==> src/rtl/vend_pkg.sv <==
// vend_pkg: shared definitions for the vending machine.
//   - display state codes (also decoded by the seven-segment generator)
//   - accepted coin bounds and accumulator ceilings
//   - price_of(id): unit price in yuan of each of the four items
package vend_pkg;

    // Display state codes
    localparam logic [3:0] ST_OFF     = 4'b0000;
    localparam logic [3:0] ST_INQUIRE = 4'b0001;
    localparam logic [3:0] ST_ADD     = 4'b0011;
    localparam logic [3:0] ST_COIN    = 4'b0010;
    localparam logic [3:0] ST_SUCCESS = 4'b0110;
    localparam logic [3:0] ST_FAILURE = 4'b0111;
    localparam logic [3:0] ST_SOLDOUT = 4'b1000;

    // Coins outside [COIN_MIN, COIN_MAX] are ignored
    localparam logic [3:0] COIN_MIN = 4'd1;
    localparam logic [3:0] COIN_MAX = 4'd10;

    // Two-digit and three-digit display ceilings
    localparam logic [6:0] PAID_MAX  = 7'd99;
    localparam logic [9:0] TOTAL_MAX = 10'd999;

    // Unit price per item id
    function automatic logic [6:0] price_of(input logic [1:0] item_id);
        logic [6:0] price_v;
        case (item_id)
            2'd0:    price_v = 7'd3;
            2'd1:    price_v = 7'd4;
            2'd2:    price_v = 7'd5;
            2'd3:    price_v = 7'd6;
            default: price_v = 7'd3;
        endcase
        return price_v;
    endfunction

endpackage

==> src/rtl/vend_ctrl_bin_to_bcd.sv <==
// bin_to_bcd: combinational double-dabble converter.
//   bin  : 10-bit binary value (0..999 is the meaningful range)
//   huns : BCD hundreds digit
//   tens : BCD tens digit
//   ones : BCD ones digit
module bin_to_bcd
    import vend_pkg::*;
(
    input  logic [9:0] bin,
    output logic [3:0] huns,
    output logic [3:0] tens,
    output logic [3:0] ones
);

    // A BCD column holding 5..9 must be corrected by +3 before it is doubled
    function automatic logic [3:0] add3(input logic [3:0] digit);
        return (digit > 4'd4) ? (digit + 4'd3) : digit;
    endfunction

    // Layout: [21:18] hundreds, [17:14] tens, [13:10] ones, [9:0] binary
    logic [21:0] scratch_s;

    // Shift the binary value into the BCD columns one bit at a time
    always_comb begin
        scratch_s = {12'd0, bin};
        for (int i = 0; i < 10; i++) begin
            scratch_s[21:18] = add3(scratch_s[21:18]);
            scratch_s[17:14] = add3(scratch_s[17:14]);
            scratch_s[13:10] = add3(scratch_s[13:10]);
            scratch_s        = {scratch_s[20:0], 1'b0};
        end
    end

    assign huns = scratch_s[21:18];
    assign tens = scratch_s[17:14];
    assign ones = scratch_s[13:10];

endmodule

==> src/rtl/vend_ctrl.sv <==
// vend_ctrl: vending machine transaction sequencer.
// Owns the display state code, current item, per-item stock, payment,
// change and revenue accounting and the one-second timeouts.
// Ports:
//   clk, rst_n             : clock, asynchronous active-low reset
//   tick_1s                : one-cycle strobe per second
//   power                  : level, low forces OFF
//   btn_next/buy/cancel    : one-cycle button strobes
//   coin_valid, coin_val   : coin strobe and value in yuan
//   state, id, qty         : display state code, item, quantity
//   id_change, done        : registered one-cycle pulses
//   *_tens/*_ones/*_huns   : BCD views of stock, bill, paid, charge, total
module vend_ctrl
    import vend_pkg::*;
#(
    parameter int INIT_STOCK   = 10,
    parameter int COIN_TIMEOUT = 30,
    parameter int MSG_HOLD     = 2,
    parameter int MAX_QTY      = 9
) (
    input  logic       clk,
    input  logic       rst_n,
    input  logic       tick_1s,
    input  logic       power,
    input  logic       btn_next,
    input  logic       btn_buy,
    input  logic       btn_cancel,
    input  logic       coin_valid,
    input  logic [3:0] coin_val,
    output logic [3:0] state,
    output logic [1:0] id,
    output logic       id_change,
    output logic [3:0] qty,
    output logic [3:0] stock_tens,
    output logic [3:0] stock_ones,
    output logic [3:0] bill_tens,
    output logic [3:0] bill_ones,
    output logic [3:0] paid_tens,
    output logic [3:0] paid_ones,
    output logic [3:0] charge_tens,
    output logic [3:0] charge_ones,
    output logic [3:0] total_huns,
    output logic [3:0] total_tens,
    output logic [3:0] total_ones,
    output logic       done
);

    localparam logic [6:0] INIT_STOCK_C = 7'(INIT_STOCK);
    localparam logic [4:0] COIN_TMO_C   = 5'(COIN_TIMEOUT);
    localparam logic [4:0] MSG_HOLD_C   = 5'(MSG_HOLD);
    localparam logic [6:0] MAX_QTY_C    = 7'(MAX_QTY);

    // Registers
    logic [3:0] state_r;
    logic [1:0] id_r;
    logic [3:0] qty_r;
    logic [6:0] paid_r;
    logic [6:0] bill_r;
    logic [6:0] charge_r;
    logic [9:0] total_r;
    logic [4:0] timer_r;
    logic       id_change_r;
    logic       done_r;
    logic [6:0] stock_r [4];

    // Next values
    logic [3:0] state_nxt_s;
    logic [1:0] id_nxt_s;
    logic [3:0] qty_nxt_s;
    logic [6:0] paid_nxt_s;
    logic [6:0] bill_nxt_s;
    logic [6:0] charge_nxt_s;
    logic [9:0] total_nxt_s;
    logic [4:0] timer_nxt_s;
    logic       id_change_nxt_s;
    logic       done_nxt_s;
    logic       stock_dec_s;

    // Shared decode
    logic [6:0]  stock_cur_s;
    logic        coin_ok_s;
    logic [7:0]  paid_sum_s;
    logic [6:0]  paid_new_s;
    logic        pay_done_s;
    logic        expire_s;
    logic [6:0]  qty_lim_s;
    logic [6:0]  bill_calc_s;
    logic [10:0] total_sum_s;
    logic [9:0]  total_sat_s;

    assign stock_cur_s = stock_r[id_r];
    assign coin_ok_s   = coin_valid && (coin_val >= COIN_MIN) && (coin_val <= COIN_MAX);
    assign paid_sum_s  = {1'b0, paid_r} + {4'b0000, coin_val};
    // Payment is applied before any cancel or timeout decision in the same cycle
    assign paid_new_s  = !coin_ok_s ? paid_r :
                         (paid_sum_s > {1'b0, PAID_MAX}) ? PAID_MAX : paid_sum_s[6:0];
    assign pay_done_s  = coin_ok_s && (paid_new_s >= bill_r);
    // Expiry is the tick that would take the timer from 1 to 0
    assign expire_s    = tick_1s && (timer_r == 5'd1);
    assign qty_lim_s   = (stock_cur_s < MAX_QTY_C) ? stock_cur_s : MAX_QTY_C;
    assign bill_calc_s = price_of(id_r) * {3'b000, qty_r};
    assign total_sum_s = {1'b0, total_r} + {4'b0000, bill_r};
    assign total_sat_s = (total_sum_s > {1'b0, TOTAL_MAX}) ? TOTAL_MAX : total_sum_s[9:0];

    // FSM state register
    always_ff @(posedge clk or negedge rst_n) begin
        if (!rst_n) begin
            state_r <= ST_OFF;
        end else begin
            state_r <= state_nxt_s;
        end
    end

    // FSM next-state logic; power low overrides every state
    always_comb begin
        state_nxt_s = state_r;
        if (!power) begin
            state_nxt_s = ST_OFF;
        end else begin
            case (state_r)
                ST_OFF: begin
                    state_nxt_s = ST_INQUIRE;
                end
                ST_INQUIRE: begin
                    if (btn_cancel) begin
                        state_nxt_s = state_r;
                    end else if (btn_buy) begin
                        if (stock_cur_s == 7'd0) begin
                            state_nxt_s = ST_SOLDOUT;
                        end else begin
                            state_nxt_s = ST_ADD;
                        end
                    end else begin
                        state_nxt_s = state_r;
                    end
                end
                ST_ADD: begin
                    if (btn_cancel) begin
                        state_nxt_s = ST_INQUIRE;
                    end else if (btn_buy) begin
                        state_nxt_s = ST_COIN;
                    end else begin
                        state_nxt_s = state_r;
                    end
                end
                ST_COIN: begin
                    if (pay_done_s) begin
                        state_nxt_s = ST_SUCCESS;
                    end else if (btn_cancel || expire_s) begin
                        state_nxt_s = ST_FAILURE;
                    end else begin
                        state_nxt_s = state_r;
                    end
                end
                ST_SUCCESS, ST_FAILURE, ST_SOLDOUT: begin
                    if (expire_s) begin
                        state_nxt_s = ST_INQUIRE;
                    end else begin
                        state_nxt_s = state_r;
                    end
                end
                default: begin
                    state_nxt_s = ST_OFF;
                end
            endcase
        end
    end

    // FSM output logic: next values of the datapath registers and pulses
    always_comb begin
        id_nxt_s        = id_r;
        qty_nxt_s       = qty_r;
        paid_nxt_s      = paid_r;
        bill_nxt_s      = bill_r;
        charge_nxt_s    = charge_r;
        total_nxt_s     = total_r;
        timer_nxt_s     = timer_r;
        id_change_nxt_s = 1'b0;
        done_nxt_s      = 1'b0;
        stock_dec_s     = 1'b0;
        if (!power) begin
            // Losing power abandons the transaction; stock and revenue survive
            qty_nxt_s    = 4'd0;
            paid_nxt_s   = 7'd0;
            bill_nxt_s   = 7'd0;
            charge_nxt_s = 7'd0;
        end else begin
            case (state_r)
                ST_OFF: begin
                    id_nxt_s        = 2'd0;
                    id_change_nxt_s = (id_r != 2'd0);
                end
                ST_INQUIRE: begin
                    if (btn_cancel) begin
                        id_nxt_s = id_r;
                    end else if (btn_buy) begin
                        if (stock_cur_s == 7'd0) begin
                            timer_nxt_s = MSG_HOLD_C;
                        end else begin
                            qty_nxt_s = 4'd1;
                        end
                    end else if (btn_next) begin
                        id_nxt_s        = id_r + 2'd1;
                        id_change_nxt_s = 1'b1;
                    end else begin
                        id_nxt_s = id_r;
                    end
                end
                ST_ADD: begin
                    if (btn_cancel) begin
                        qty_nxt_s = 4'd0;
                    end else if (btn_buy) begin
                        bill_nxt_s  = bill_calc_s;
                        paid_nxt_s  = 7'd0;
                        timer_nxt_s = COIN_TMO_C;
                    end else if (btn_next) begin
                        // Quantity cycles 1..min(stock, MAX_QTY)
                        qty_nxt_s = ({3'b000, qty_r} >= qty_lim_s) ? 4'd1 : (qty_r + 4'd1);
                    end else begin
                        qty_nxt_s = qty_r;
                    end
                end
                ST_COIN: begin
                    paid_nxt_s = paid_new_s;
                    if (pay_done_s) begin
                        charge_nxt_s = paid_new_s - bill_r;
                        stock_dec_s  = 1'b1;
                        total_nxt_s  = total_sat_s;
                        timer_nxt_s  = MSG_HOLD_C;
                    end else if (btn_cancel || expire_s) begin
                        charge_nxt_s = paid_new_s;
                        timer_nxt_s  = MSG_HOLD_C;
                    end else if (tick_1s) begin
                        timer_nxt_s = timer_r - 5'd1;
                    end else begin
                        timer_nxt_s = timer_r;
                    end
                end
                ST_SUCCESS, ST_FAILURE, ST_SOLDOUT: begin
                    if (expire_s) begin
                        qty_nxt_s    = 4'd0;
                        paid_nxt_s   = 7'd0;
                        bill_nxt_s   = 7'd0;
                        charge_nxt_s = 7'd0;
                        done_nxt_s   = 1'b1;
                    end else if (tick_1s) begin
                        timer_nxt_s = timer_r - 5'd1;
                    end else begin
                        timer_nxt_s = timer_r;
                    end
                end
                default: begin
                    qty_nxt_s    = 4'd0;
                    paid_nxt_s   = 7'd0;
                    bill_nxt_s   = 7'd0;
                    charge_nxt_s = 7'd0;
                end
            endcase
        end
    end

    // Datapath and pulse registers
    always_ff @(posedge clk or negedge rst_n) begin
        if (!rst_n) begin
            id_r        <= 2'd0;
            qty_r       <= 4'd0;
            paid_r      <= 7'd0;
            bill_r      <= 7'd0;
            charge_r    <= 7'd0;
            total_r     <= 10'd0;
            timer_r     <= 5'd0;
            id_change_r <= 1'b0;
            done_r      <= 1'b0;
        end else begin
            id_r        <= id_nxt_s;
            qty_r       <= qty_nxt_s;
            paid_r      <= paid_nxt_s;
            bill_r      <= bill_nxt_s;
            charge_r    <= charge_nxt_s;
            total_r     <= total_nxt_s;
            timer_r     <= timer_nxt_s;
            id_change_r <= id_change_nxt_s;
            done_r      <= done_nxt_s;
        end
    end

    // Per-item stock; only a completed sale removes items
    always_ff @(posedge clk or negedge rst_n) begin
        if (!rst_n) begin
            for (int i = 0; i < 4; i++) begin
                stock_r[i] <= INIT_STOCK_C;
            end
        end else if (stock_dec_s) begin
            stock_r[id_r] <= stock_cur_s - {3'b000, qty_r};
        end
    end

    assign state     = state_r;
    assign id        = id_r;
    assign qty       = qty_r;
    assign id_change = id_change_r;
    assign done      = done_r;

    // BCD views; two-digit fields never populate their hundreds digit
    logic [3:0] unused_stock_huns_s;
    logic [3:0] unused_bill_huns_s;
    logic [3:0] unused_paid_huns_s;
    logic [3:0] unused_charge_huns_s;

    bin_to_bcd u_stock_bcd (
        .bin  ({3'b000, stock_cur_s}),
        .huns (unused_stock_huns_s),
        .tens (stock_tens),
        .ones (stock_ones)
    );

    bin_to_bcd u_bill_bcd (
        .bin  ({3'b000, bill_r}),
        .huns (unused_bill_huns_s),
        .tens (bill_tens),
        .ones (bill_ones)
    );

    bin_to_bcd u_paid_bcd (
        .bin  ({3'b000, paid_r}),
        .huns (unused_paid_huns_s),
        .tens (paid_tens),
        .ones (paid_ones)
    );

    bin_to_bcd u_charge_bcd (
        .bin  ({3'b000, charge_r}),
        .huns (unused_charge_huns_s),
        .tens (charge_tens),
        .ones (charge_ones)
    );

    bin_to_bcd u_total_bcd (
        .bin  (total_r),
        .huns (total_huns),
        .tens (total_tens),
        .ones (total_ones)
    );

endmodule

==> config.mk <==
export PLATFORM = sky130hd
export DESIGN_NAME = vend_ctrl
export DESIGN_NICKNAME = d
export VERILOG_FILES = /design/src/rtl/vend_pkg.sv /design/src/rtl/vend_ctrl_bin_to_bcd.sv /design/src/rtl/vend_ctrl.sv
export SDC_FILE = /design/constraint.sdc
export NUM_CORES = 1
export LEC_CHECK = 0
export ABC_CLOCK_PERIOD_IN_PS = 16500
export BUFFER_PORTS_ARGS = -buffer_cell sky130_fd_sc_hd__buf_4
export CAP_MARGIN = 20
export CELL_PAD_IN_SITES_DETAIL_PLACEMENT = 2
export CELL_PAD_IN_SITES_GLOBAL_PLACEMENT = 2
export CORE_MARGIN = 3
export CORE_UTILIZATION = 40
export CTS_BUF_LIST = sky130_fd_sc_hd__clkbuf_4 sky130_fd_sc_hd__clkbuf_8 sky130_fd_sc_hd__clkbuf_16
export CTS_CLUSTER_SIZE = 14
export DETAILED_ROUTE_END_ITERATION = 12
export GPL_ROUTABILITY_DRIVEN = 0
export PLACE_DENSITY = 0.89
export RECOVER_POWER = 50
export SLEW_MARGIN = 20
export SYNTH_ARGS = -nofsm -noshare
export SYNTH_HDL_FRONTEND = slang
export SYNTH_SLANG_ARGS = --single-unit
==> constraint.sdc <==
create_clock -name clk -period 16.5 [get_ports clk]
set_input_delay 3.3 -clock clk [delete_from_list [all_inputs] [get_ports clk]]
set_output_delay 3.3 -clock clk [all_outputs]
set_load 0.01 [all_outputs]
==> impl.org <==
** Cells and area
- The area growth from synthesis to layout is 10.63%.
- Once layout is complete, the utilization of the core stands at 0.4593.
- Fill cells in the final layout number 2,265.
- Of the cells placed in the final design, the portion with a size suffix greater than 1 is 0.1145.
- The repair_antennas step left the layout with diodes totalling 0.
- Final Non-Filler Cells :: 1,322
- Final instance area :: 0.009115 sq mm
- The net count of the finished layout is 1,178.

** Global routing
- Maximum number of pins on one net before global-route repair :: 77
- Across every metal layer, demand over resource in global routing totals 0.2384.
- The via count of the first global-routing pass came to 8,580.
- Antenna violations before repair :: 0
- The first global-routing pass estimated 43,860 microns of wire.
- Remaining global-route overflow :: 0

** Setup path
- Launch instance of the worst register-to-register path :: paid_r[0]
- By startpoint and endpoint, the worst setup path is classified as register to primary output.
- In this run the critical register-to-register path is captured at stock_r[24].
- Reg2Reg Setup Slack :: 10.61 ns
- Critical path launch point type :: register
- Along the worst path, the maximum fanout reaches 11.
- Critical path's largest stage delay :: 0.51 ns
- Counting cells, the worst reg-to-reg path comes to 22.
- STA classifies the critical path endpoint as a primary output.
- Among the stages of the critical path, the cell type that occurs most often is sky130_fd_sc_hd__ha_1.
- Arrival time reported for the critical path endpoint :: 8.57 ns
- Following the worst setup path forward leads to its endpoint at total_huns[0].
- Tracing the worst setup path back leads to its startpoint at total_r[7].
- Slowest CP cell :: sky130_fd_sc_hd__or4b_1
- Required time of the critical path :: 13.20 ns

** Yosys
- Sorting the synthesized cells by area gives the leading types as sky130_fd_sc_hd__dfrtp_1 21%, sky130_fd_sc_hd__ha_1 16%, sky130_fd_sc_hd__nand2_1 5.1%.
- Top cells by count, synth :: 111 x sky130_fd_sc_hd__nand2_1, 108 x sky130_fd_sc_hd__ha_1, 97 x sky130_fd_sc_hd__inv_1, 92 x sky130_fd_sc_hd__nor2_1, 76 x sky130_fd_sc_hd__o21ai_0
- The share of synthesized area in the top cell type comes to 0.2065.
- Counting every instance in the synthesized netlist gives 1,000.
- Counting flops and latches in the post-synthesis netlist gives 76.
- Most instantiated library cell after synthesis :: sky130_fd_sc_hd__nand2_1
- Number of enable flip-flop cells after synthesis :: 0
- After synthesis the cells add up to 0.008239 sq mm.
- Averaged over all synthesized cells, the footprint is 8.239 sq um.
- For this run, the register share of the synthesized area comes to 0.2320.
- Yosys printed 0 warnings.
- Post-synth ARST share :: 1.000
- The biggest area contributor in the post-synthesis netlist is sky130_fd_sc_hd__dfrtp_1.
- Number of unique standard cell types used by synthesis :: 91
- Counting every net in the synthesized netlist gives 1,126.
- Predominant post-synthesis flop cell :: sky130_fd_sc_hd__dfrtp_1

** Timing
- The routed design could run at a clock period as short as 11.87 ns.
- Setup violations remaining at the end of the flow were counted as 0.
- Setup repair after global routing left no endpoint under its margin.
- Final hold violation count :: 0
- Part of the cycle the worst path needs :: 0.7197
- TNS Setup :: 0 ns
- Upper clock frequency limit :: 84.21 MHz
- For the pin with the worst max-slew slack, the measured transition is 2.453 ns.
- The count of pins over their slew limit was 79.
- Worst Skew :: 0.01247 ns
- Headroom to the max-slew limit came out at -0.6352.
- In the post-route analysis, the smallest setup slack over all paths is 4.625 ns.
- Across all hold checks on the routed design, the worst slack comes to 0.4791 ns.

** Clock tree
- Skew-Pair Late Insertion Delay :: 0.35 ns
- Cts-stage hold buffer count :: 0
- Buffers inserted during post-CTS setup optimization :: 0
- Number of buffers added by the clock tree synthesis step :: 9
- Clock-pin slew of the registers on the worst-case setup and hold paths :: 0.06 ns
- Cell at the root of the clock tree :: sky130_fd_sc_hd__clkbuf_16
- The H-tree was split into 3 levels.
- TritonCTS clock tree :: built
- Max clock buf depth :: 2
- After clock tree synthesis, the repair step resized 0 gates.
- Clock net sink count :: 76

** Floorplanning
- Pin placement for this block handled 68 I/O pins.
- The floorplan step defined a die boundary enclosing 0.02236 sq mm.
- Chip height :: 149.5 microns
- The initialized floorplan defines 51 standard-cell rows.
- For this configuration, the core starts out at a cell density of 0.4152.
- The die is 149.5 microns wide.
- Area inside the core boundary :: 0.01985 sq mm

** Place
- Placed cell count :: 1,305
- The count of buffers added on input and output ports is 67.
- Timing analysis after detailed placement gives a worst setup slack of 5.062 ns.
- After detailed placement, the total cell area comes to 0.008887 sq mm.
- HPWL Detailed :: 19,830 microns

** Worst hold path
- The path class of the tightest hold or removal check is register to register.
- The startpoint identified for the worst hold timing path is stock_r[13].

** Detailed routing
- Post-detailed-route DRC marker count :: 0
- After detailed routing, the number of vias per cell comes to 5.819.
- Once detail routing completed, the nets flagged for antenna violations numbered 0.
- For this block, the initial DRC count from the detailed router was 313.
- DR vias :: 7,693
- Mean routed wirelength per cell :: 19.73 microns
- Detailed Route WL :: 26,090 microns
- The pre-antenna-repair detailed-routing pass consisted of 5 iterations.

** Job
- The tool flagged a number of max-cap violations equal to 2.

** Power and ir drop
- Total power draw :: 0.5241 mW
- VDD IR-drop max :: 0.00005998 V
- The analysis attributes to cell leakage a power of 4.136 nW.
- For this design the ratio of total power to cell area is 57.50 mW/mm^2.

** Run status
- Run status :: finished, violations left
- Violations in the final reports :: max-capacitance violations, max-slew violations
==> state kept, by name (all words and copies together) (netlist names) <==
signal,cells
charge_r,7
timer_r,5
bill_r,7
paid_r,7
stock_r,28
id,2
qty,4
id_change,1
done,1
total_r,10
state,4
==> layout make-up <==
type | count | area, sq um | share of cell area
Clock buffer | 10 | 239.0 | 0.02622
Clock inverter | 6 | 63.81 | 0.007001
Inverter | 99 | 371.6 | 0.04077
Multi-Input combinational cell | 796 | 5754 | 0.6313
Sequential cell | 76 | 1912 | 0.2097
Tap cell | 265 | 331.6 | 0.03638
Timing Repair Buffer | 70 | 442.9 | 0.04859
==> placed cells by master, fill, tap and decap left out, drive strengths merged, types with 4 or more instances in the layout <==
cell type	instances
clkbuf	32
a31oi	8
a21bo	4
nor3	20
ha	108
a22o	10
xor2	18
mux2	14
fa	6
nor2b	9
o21ai	82
inv	98
nor2	92
o22ai	7
o2111ai	4
xnor2	33
dfstp	8
dfrtp	68
a211oi	8
and3	4
o21a	4
o31ai	13
nand2b	9
or4	4
o211ai	8
a21boi	11
a22oi	4
a21oi	67
buf	48
a21o	15
mux2i	26
nand2	111
and2	5
mux4	7
nand3	19
clkinv	4
nand4	5
==> how the worst min path moves through the flow <==
stage,to,slack [ns],cells after the start
floorplan,stock_r[11],0.44,2
global placement,stock_r[11],0.46,2
detailed placement,stock_r[13],0.47,2
global route,stock_r[13],0.51,2
finish,stock_r[13],0.48,2
CTS,stock_r[13],0.48,2
==> power breakdown <==
| part | switching [mW] | total [mW] | internal [mW] | leakage [nW] |
|---|---|---|---|---|
| logic | 0.0761 | 0.112 | 0.0354 | 2.99 |
| registers | 0.0119 | 0.205 | 0.193 | 0.999 |
| clock network | 0.0868 | 0.208 | 0.121 | 0.144 |
| total | 0.175 | 0.524 | 0.349 | 4.14 |
==> per-layer routing <==
| layer | share of wire | vias up | GRT usage |
|---|---|---|---|
| met5 | 0 | - | 0 |
| met2 | 0.52 | 115 | 0.4391 |
| li1 | - | 3638 | - |
| met4 | 0.018 | 0 | 0.06041 |
| met3 | 0.025 | 32 | 0.03271 |
| met1 | 0.44 | 3908 | 0.2923 |
==> worst max-delay path, delay by kind of cell, from the launching register on <==
kind            cells  cell delay (ns)
flops               1             0.50
mux                 2             0.77
fa+ha+maj           7             2.14
compound gates      8             1.93
xor+xnor            1             0.28
simple gates       10             1.99
buf+inv             5             0.60
==> logic make-up (layout without fill, tap and decap cells) <==
logic type / Yosys count / after routing / synth area share
multiplexers: 47 / 47 / 0.07228
AO/OA/AOI/OAI: 285 / 285 / 0.2267
XOR/XNOR: 51 / 51 / 0.05513
buffers and inverters: 128 / 185 / 0.06955
AND/OR/NAND/NOR: 299 / 299 / 0.1657
adder cells (fa/ha/maj): 114 / 114 / 0.1786
flip-flops: 76 / 76 / 0.2320
Note: power is estimated with default switching activity, not from simulation.
